[config.mk]
export PLATFORM = sky130hd
export DESIGN_NAME = fifo_stream_reader
export DESIGN_NICKNAME = d
export VERILOG_FILES = /design/src/rtl/fifo_stream_reader.sv
export SDC_FILE = /design/constraint.sdc
export NUM_CORES = 1
export LEC_CHECK = 0
export BUFFER_PORTS_ARGS = -buffer_cell sky130_fd_sc_hd__buf_4
export CORE_UTILIZATION = 45
export CTS_BUF_LIST = sky130_fd_sc_hd__clkbuf_2
export CTS_CLUSTER_SIZE = 24
export DETAILED_ROUTE_END_ITERATION = 16
export PLACE_DENSITY = 0.64
export SYNTH_ARGS = -nofsm -noshare
export SYNTH_HDL_FRONTEND = slang
export SYNTH_SLANG_ARGS = --single-unit
[constraint.sdc]
create_clock -name i_clk -period 2.6 [get_ports i_clk]
set_input_delay 0.26 -clock i_clk [delete_from_list [all_inputs] [get_ports i_clk]]
set_output_delay 0.26 -clock i_clk [all_outputs]
set_load 0.02 [all_outputs]
[src/rtl/fifo_stream_reader.sv]
// fifo_stream_reader
//
// Drains the read port of the dual-clock memory FIFO and presents the words
// as a valid/ready stream with frame framing. A small circular buffer plus
// credit accounting hides the FIFO's one-cycle read latency, so a consumer
// that is always ready receives one word per cycle.
//
// Ports:
//   i_clk                   read-domain clock (same as the FIFO read clock)
//   i_rst_n                 asynchronous active-low reset
//   i_flush                 synchronous clear of buffer, credit and frame count
//   i_fifo_empty            FIFO empty flag (registered in the FIFO)
//   o_fifo_read_enable      FIFO read request (registered)
//   i_fifo_read_data        FIFO read data
//   i_fifo_read_data_valid  FIFO read-data qualifier, 1 cycle after request
//   o_data                  stream data
//   o_valid                 stream valid
//   i_ready                 consumer ready
//   o_last                  last word of the current frame
//   o_level                 buffer occupancy
module fifo_stream_reader #(
    parameter int M_WIDTH   = 32,
    parameter int BUF_DEPTH = 4,
    parameter int FRAME_LEN = 2048
) (
    input  logic                         i_clk,
    input  logic                         i_rst_n,
    input  logic                         i_flush,
    input  logic                         i_fifo_empty,
    output logic                         o_fifo_read_enable,
    input  logic [M_WIDTH-1:0]           i_fifo_read_data,
    input  logic                         i_fifo_read_data_valid,
    output logic [M_WIDTH-1:0]           o_data,
    output logic                         o_valid,
    input  logic                         i_ready,
    output logic                         o_last,
    output logic [$clog2(BUF_DEPTH):0]   o_level
);

    localparam int PW = $clog2(BUF_DEPTH);
    localparam int CW = PW + 1;
    localparam int FW = $clog2(FRAME_LEN);

    logic [M_WIDTH-1:0] mem [BUF_DEPTH];
    logic [PW-1:0]      wr_ptr;
    logic [PW-1:0]      rd_ptr;
    logic [CW-1:0]      count;
    logic [FW-1:0]      frame_cnt;
    logic               rd_en_q;
    logic               flush_d;

    logic               push;
    logic               pop;
    logic [CW-1:0]      count_after;
    logic [CW:0]        demand;
    logic               issue;

    // A word returning from a request made before the flush is dropped both
    // in the flush cycle and in the cycle after it.
    assign push = i_fifo_read_data_valid && !i_flush && !flush_d;
    assign pop  = o_valid && i_ready;

    // Occupancy after this edge plus the request currently in flight; a new
    // request is only issued if its returning word is guaranteed a slot.
    assign count_after = count + CW'(push) - CW'(pop);
    assign demand      = {1'b0, count_after} + (CW+1)'(rd_en_q);
    assign issue       = !i_fifo_empty && !i_flush && (demand < (CW+1)'(BUF_DEPTH));

    always_ff @(posedge i_clk or negedge i_rst_n) begin
        if (!i_rst_n) begin
            mem       <= '{default: '0};
            wr_ptr    <= '0;
            rd_ptr    <= '0;
            count     <= '0;
            frame_cnt <= '0;
            rd_en_q   <= 1'b0;
            flush_d   <= 1'b0;
        end else begin
            if (push) begin
                mem[wr_ptr] <= i_fifo_read_data;
            end
            if (i_flush) begin
                wr_ptr    <= '0;
                rd_ptr    <= '0;
                count     <= '0;
                frame_cnt <= '0;
            end else begin
                if (push) begin
                    wr_ptr <= wr_ptr + 1'b1;
                end
                if (pop) begin
                    rd_ptr    <= rd_ptr + 1'b1;
                    frame_cnt <= (frame_cnt == FW'(FRAME_LEN - 1)) ? '0 : frame_cnt + 1'b1;
                end
                count <= count_after;
            end
            rd_en_q <= issue;
            flush_d <= i_flush;
        end
    end

    assign o_fifo_read_enable = rd_en_q;
    assign o_valid            = (count != '0);
    assign o_data             = mem[rd_ptr];
    assign o_last             = o_valid && (frame_cnt == FW'(FRAME_LEN - 1));
    assign o_level            = count;

endmodule

# Word-level counts from Yosys, hierarchy flattened

Cells that the tools add are included.

Flip-flop bits (word level): 148
Output and inout port bits: 38
Word-level logic and storage cells: 50

Add/sub/neg operators: 6
$lt $le $gt $ge: 4
Eq/ne operators: 1
Multiplexer cells: 14
Bitwise operators: 2
Reduce and logical (&&, ||, !) cells: 13

Operators with widths:

| operator              | number |
|---|---|
| $bwmux 128            | 1 |
| $mux 32               | 3 |
| $bmux 32 s2           | 1 |
| $demux 32 s2          | 1 |
| $mux 11               | 3 |
| $add 11x1->11 const B | 1 |
| $eq 11x11->1 const B  | 1 |
| $mux 2                | 4 |
| $logic_and 1x1->1     | 7 |
| $ge 3x3->1 const B    | 2 |
| $not 2->3             | 2 |
| $add 2x1->2 const B   | 2 |
| $add 3x1->4           | 1 |
| $lt 4x3->1 const B    | 1 |
| $reduce_bool 2->1     | 2 |
| $add 3x1->3           | 1 |
| $logic_not 1->1       | 3 |
| $lt 3x1->1 const B    | 1 |
| $mux 3                | 1 |
| $reduce_bool 3->1     | 1 |
| $sub 3x1->3           | 1 |

# Logic depth before layout (Yosys ltp)

Word-level depth: 8
Depth in mapped cells: 11
Gate-level depth less buffers: 11

# Worst setup path before layout

Ideal clock, no wire load.

Path type: reg2reg
Start point: register count[1] (netlist: o_level[1])
End point: register rd_en_q (netlist: o_fifo_read_enable)
Library setup time: 0.101 ns
Arrival time: 2.383 ns
Required time: 2.499 ns
Setup slack: 0.116 ns
Cell stages (with the launch flop): 11
Buffers on the path: 0
Cell sequence: dfrtp_1 > o31ai_4 > inv_2 > ha_1 > inv_1 > ha_1 > inv_1 > fa_1 > xnor2_1 > xnor2_1 > nor4_1

Word-level cells in the longest chain between the ends: 6

Ends and longest elaborated chain:

| item                                                                | RTL line | source |
|---|---|---|
| start, declared                                                     | 47       | `logic [CW-1:0] count;` |
| start signal, assigned                                              | 95       | `count <= count_after;` |
| parallel branches: the longest is 2 deep, another holds $add 3x1->3 | --       |  |
| $sub 3x1->3 (*)                                                     | 65       | `assign count_after = count + CW'(push) - CW'(pop);` |
| $add 3x1->4 (*)                                                     | 66       | `assign demand = {1'b0, count_after} + (CW+1)'(rd_en_q);` |
| $lt 4x3->1 (*)                                                      | 67       | `assign issue = !i_fifo_empty && !i_flush && (demand < (CW+1)'(BUF_DEPTH));` |
| $logic_and 1x1->1 (*)                                               | 67       |  |
| named net issue                                                     | 56       | `logic issue;` |
| end signal, assigned                                                | 97       | `rd_en_q <= issue;` |
| end, declared                                                       | 49       | `logic rd_en_q;` |

Mark *: on every way through the listed nets, which the timed path passes.
A chain may end at the register's enable or synchronous reset.

# Worst setup path in the final report

Start point: register count[2] (netlist: o_level[2])
End point: register rd_en_q (netlist: o_fifo_read_enable)

Same word-level chain as after synthesis.

==> metrics.json <==
{
  "outcome": {
    "run_status": "complete, no violations"
  },
  "cts": {
    "clk_root_buffer_cell": "sky130_fd_sc_hd__clkbuf_2",
    "cts-root-to-sink-buffers": 2,
    "htree_levels": 4,
    "clock_latency_late_sink_ns": 0.67,
    "numCtsBuffers": 17,
    "clkSinkCount": 148,
    "clock_tree_from_tritoncts": "built",
    "cts.reportedPaths.clkPinSlew_ns": 0.20
  },
  "power": {
    "ir_worst_vdd_mv": 0.626,
    "power.static_leakage_nw": 3.71,
    "p_per_area_nw_per_um2": 835
  },
  "final_layout": {
    "layout-drive-gt1-share": 0.508,
    "fin_area_um2": 8100,
    "most_common_cell_after_layout_fill_and_taps_aside": "sky130_fd_sc_hd__dfrtp_1",
    "area_growth_syn_to_layout_pct": 22.2,
    "nets": 594,
    "postLayoutCoreUtil": 0.572,
    "diodes": 0,
    "post_layout_nonfiller_instances": 741,
    "mostFrequentLayoutCells": "sky130_fd_sc_hd__dfrtp_1 (145), sky130_fd_sc_hd__mux2_2 (113), sky130_fd_sc_hd__buf_4 (92), sky130_fd_sc_hd__dlygate4sd3_1 (37), sky130_fd_sc_hd__mux4_2 (32)"
  },
  "floorplanning": {
    "die-width_um": 123,
    "initial_core_util": 0.468,
    "num_io_pins": 76,
    "rows": 43,
    "floorplan.core_area_um2": 14100,
    "die_h_um": 123,
    "area_enclosed_by_the_die_boundary_um2": 15200
  },
  "synth": {
    "warnings_synthesis": 0,
    "synth_enable_flop_cells": 0,
    "synthesis.area_per_instance_um2": 15.7,
    "synth_seq_cells": 148,
    "ys_seq_area_frac": 0.559,
    "synth_flop_cell": "sky130_fd_sc_hd__dfrtp_1",
    "synth_nets": 468,
    "postSynthCellCount": 422,
    "ys_types": 40,
    "netlist_area_um2": 6630,
    "synth-async-reset-ratio": 1.00
  },
  "worst_setup_path": {
    "cp_data_required_time_ns": 3.18,
    "ff2ff_path_depth": 10,
    "timing.reg2reg.setup_slack_ns": 0.14,
    "critical_path_depth": 10,
    "cp-endpoint": "o_fifo_read_enable$_DFF_PN0_",
    "critical_path_peak_fanout": 4,
    "critPathSlowestCell": "sky130_fd_sc_hd__dfrtp_2",
    "worstPathCellList": "o31ai_4 > inv_2 > ha_1 > inv_1 > ha_1 > inv_1 > fa_1 > xnor2_2 > xnor2_1 > nor4_2",
    "worst-setup-path-type": "reg2reg",
    "rr_endpoint": "o_fifo_read_enable$_DFF_PN0_",
    "timing_startpoint_of_the_critical_path": "o_level[2]$_DFF_PN0_",
    "regToRegStartpoint": "o_level[2]$_DFF_PN0_",
    "crit_buf_inv": 3,
    "slowest_delay_ns": 0.51,
    "end_kind": "flop",
    "crit_path_max_delay_family": "adder cells",
    "worst_ep_arrival_time_ns": 3.04,
    "worst_setup_start_kind": "flop"
  },
  "timing": {
    "setup-violations-final": 0,
    "timing.slew.headroom": 0.645,
    "hold_vio_cnt_final": 0,
    "portion_of_the_clock_cycle_consumed_by_the_worst_path_in_the_final_layout": 0.945,
    "transition_time_at_the_pin_with_the_least_slew_margin_ns": 0.532,
    "period_minus_slack_ns": 2.46,
    "fmax_mhz": 407,
    "grt_setup_unrepaired": "yes",
    "worst_clock_skew_ns": 0.0256,
    "timing_max_transition_violations_final": 0
  },
  "global_route": {
    "wire_length_of_the_first_global_routing_pass_mm": 21.0,
    "grt_start_max_net_pins": 62,
    "antenna_violations_before_repair": 0,
    "first_global_vias": 4167,
    "grt_remaining_overflow": 0,
    "grt_util_all_layers": 0.187
  },
  "drt": {
    "drt_pass1_iterations": 6,
    "detail_route.iter0.violations": 123,
    "routed_wl_mm": 12.9,
    "vias": 3893,
    "ant_nets": 0,
    "route.detailed.wl_per_inst_um": 17.5,
    "drc": 0,
    "detail_route.vias_per_cell": 5.25
  },
  "flow_run": {
    "drv.max_cap_violation_count": 0
  },
  "hold_path": {
    "path_category_of_the_worst_min_delay_check": "in2async"
  },
  "placed_design": {
    "globalplace.congestion": 0.759,
    "detailed_place.area_um2": 7420,
    "buffer_ports.inserted": 75,
    "dp_cells": 665,
    "hpwl_mm": 8.27
  }
}
## what timing repair did
item / 4_1_cts / 5_1_grt
setup endpoints to repair: 12 / 27
pin swaps: 0 / 1
setup buffers: 0 / 7
hold buffers: 37 / 0
gates resized for setup: 1 / 4
endpoints found under the hold margin: 279 / 0
## Yosys cell counts (2+ instances only)
cell type,number,share of area
sky130_fd_sc_hd__buf_4,12,0.014
sky130_fd_sc_hd__buf_2,9,0.0068
sky130_fd_sc_hd__and2_1,6,0.0057
sky130_fd_sc_hd__xnor2_1,6,0.0079
sky130_fd_sc_hd__a211oi_1,2,0.0023
sky130_fd_sc_hd__xor2_1,6,0.0079
sky130_fd_sc_hd__nor4_1,2,0.0019
sky130_fd_sc_hd__clkbuf_1,5,0.0028
sky130_fd_sc_hd__nor2b_1,3,0.0028
sky130_fd_sc_hd__nand4_1,2,0.0019
sky130_fd_sc_hd__mux2_2,113,0.19
sky130_fd_sc_hd__ha_1,7,0.013
sky130_fd_sc_hd__a21oi_1,3,0.0023
sky130_fd_sc_hd__dfrtp_1,148,0.56
sky130_fd_sc_hd__mux4_2,32,0.11
sky130_fd_sc_hd__nand2_1,8,0.0045
sky130_fd_sc_hd__mux2_1,15,0.025
sky130_fd_sc_hd__inv_1,7,0.0040
sky130_fd_sc_hd__nand3_1,2,0.0015
sky130_fd_sc_hd__nor2_1,14,0.0079
## final cells by class
class,count,area (um2)
Timing Repair Buffer,133,1130
Clock buffer,19,95.1
Inverter,8,30.0
Tap cell,180,225
Sequential cell,148,3710
Clock inverter,13,140
Fill cell,1163,6050
Multi-Input combinational cell,240,2760
## per-layer routing
| metal | track usage | part of all wire |
|---|---|---|
| met1 | 0.234 | 0.44 |
| met2 | 0.310 | 0.51 |
| met3 | 0.0535 | 0.037 |
| met4 | 0.0640 | 0.0090 |
| met5 | 0 | 0 |
## power by group
part	switching [mW]	internal, mW
logic	1.12	1.37
clock network	0.777	0.524
registers	0.260	2.70
## worst min path at each step
stage	start	endpoint	slack, ns	cells past startpoint
after global routing	i_rst_n	mem[26]$_DFFE_PN0P_	0.03	2
after global placement	i_rst_n	mem[100]$_DFFE_PN0P_	0.26	1
after floorplan	i_rst_n	flush_d$_DFF_PN0_	-0.04	0
after CTS	i_rst_n	mem[97]$_DFFE_PN0P_	0.03	2
final	i_rst_n	mem[100]$_DFFE_PN0P_	0.10	2
after detailed placement	i_rst_n	mem[100]$_DFFE_PN0P_	0.26	1
## worst register-to-register path, cell delays in order, from the launching register on
cell and delay [ns]:
sky130_fd_sc_hd__dfrtp_2 0.51, sky130_fd_sc_hd__o31ai_4 0.33, sky130_fd_sc_hd__inv_2 0.06, sky130_fd_sc_hd__ha_1 0.27, sky130_fd_sc_hd__inv_1 0.06, sky130_fd_sc_hd__ha_1 0.14
sky130_fd_sc_hd__inv_1 0.05, sky130_fd_sc_hd__fa_1 0.40, sky130_fd_sc_hd__xnor2_2 0.16, sky130_fd_sc_hd__xnor2_1 0.16, sky130_fd_sc_hd__nor4_2 0.24
## through the flow
stage	setup slack [ns]	power, mW	hold WS (ns)	TNS [ns]
final	0.143	6.76	0.101	0
after global routing	-0.0336	7.18	0.0287	-0.0442
after CTS	0.00418	6.76	0.0289	0
after detailed placement	0.0609	5.40	0.263	0
after global placement	0.217	5.32	0.256	0
after floorplan	0.116	4.49	-0.0356	0
## state kept, by name, summed over array words and instances, names as in the netlist
name                flops
flush_d                 1
frame_cnt              11
mem                   128
o_fifo_read_enable      1
o_level                 3
rd_ptr                  2
wr_ptr                  2
## cell families after synthesis
logic type	share of synthesized area
buffers and inverters	0.0278
muxes	0.328
AOI/OAI and AO/OA	0.0136
xor gates and xnor gates	0.0159
and+or+nand+nor	0.0400
adders and majority gates	0.0162
DFF	0.559
No activity file was read; power rests on OpenSTA's default activity.
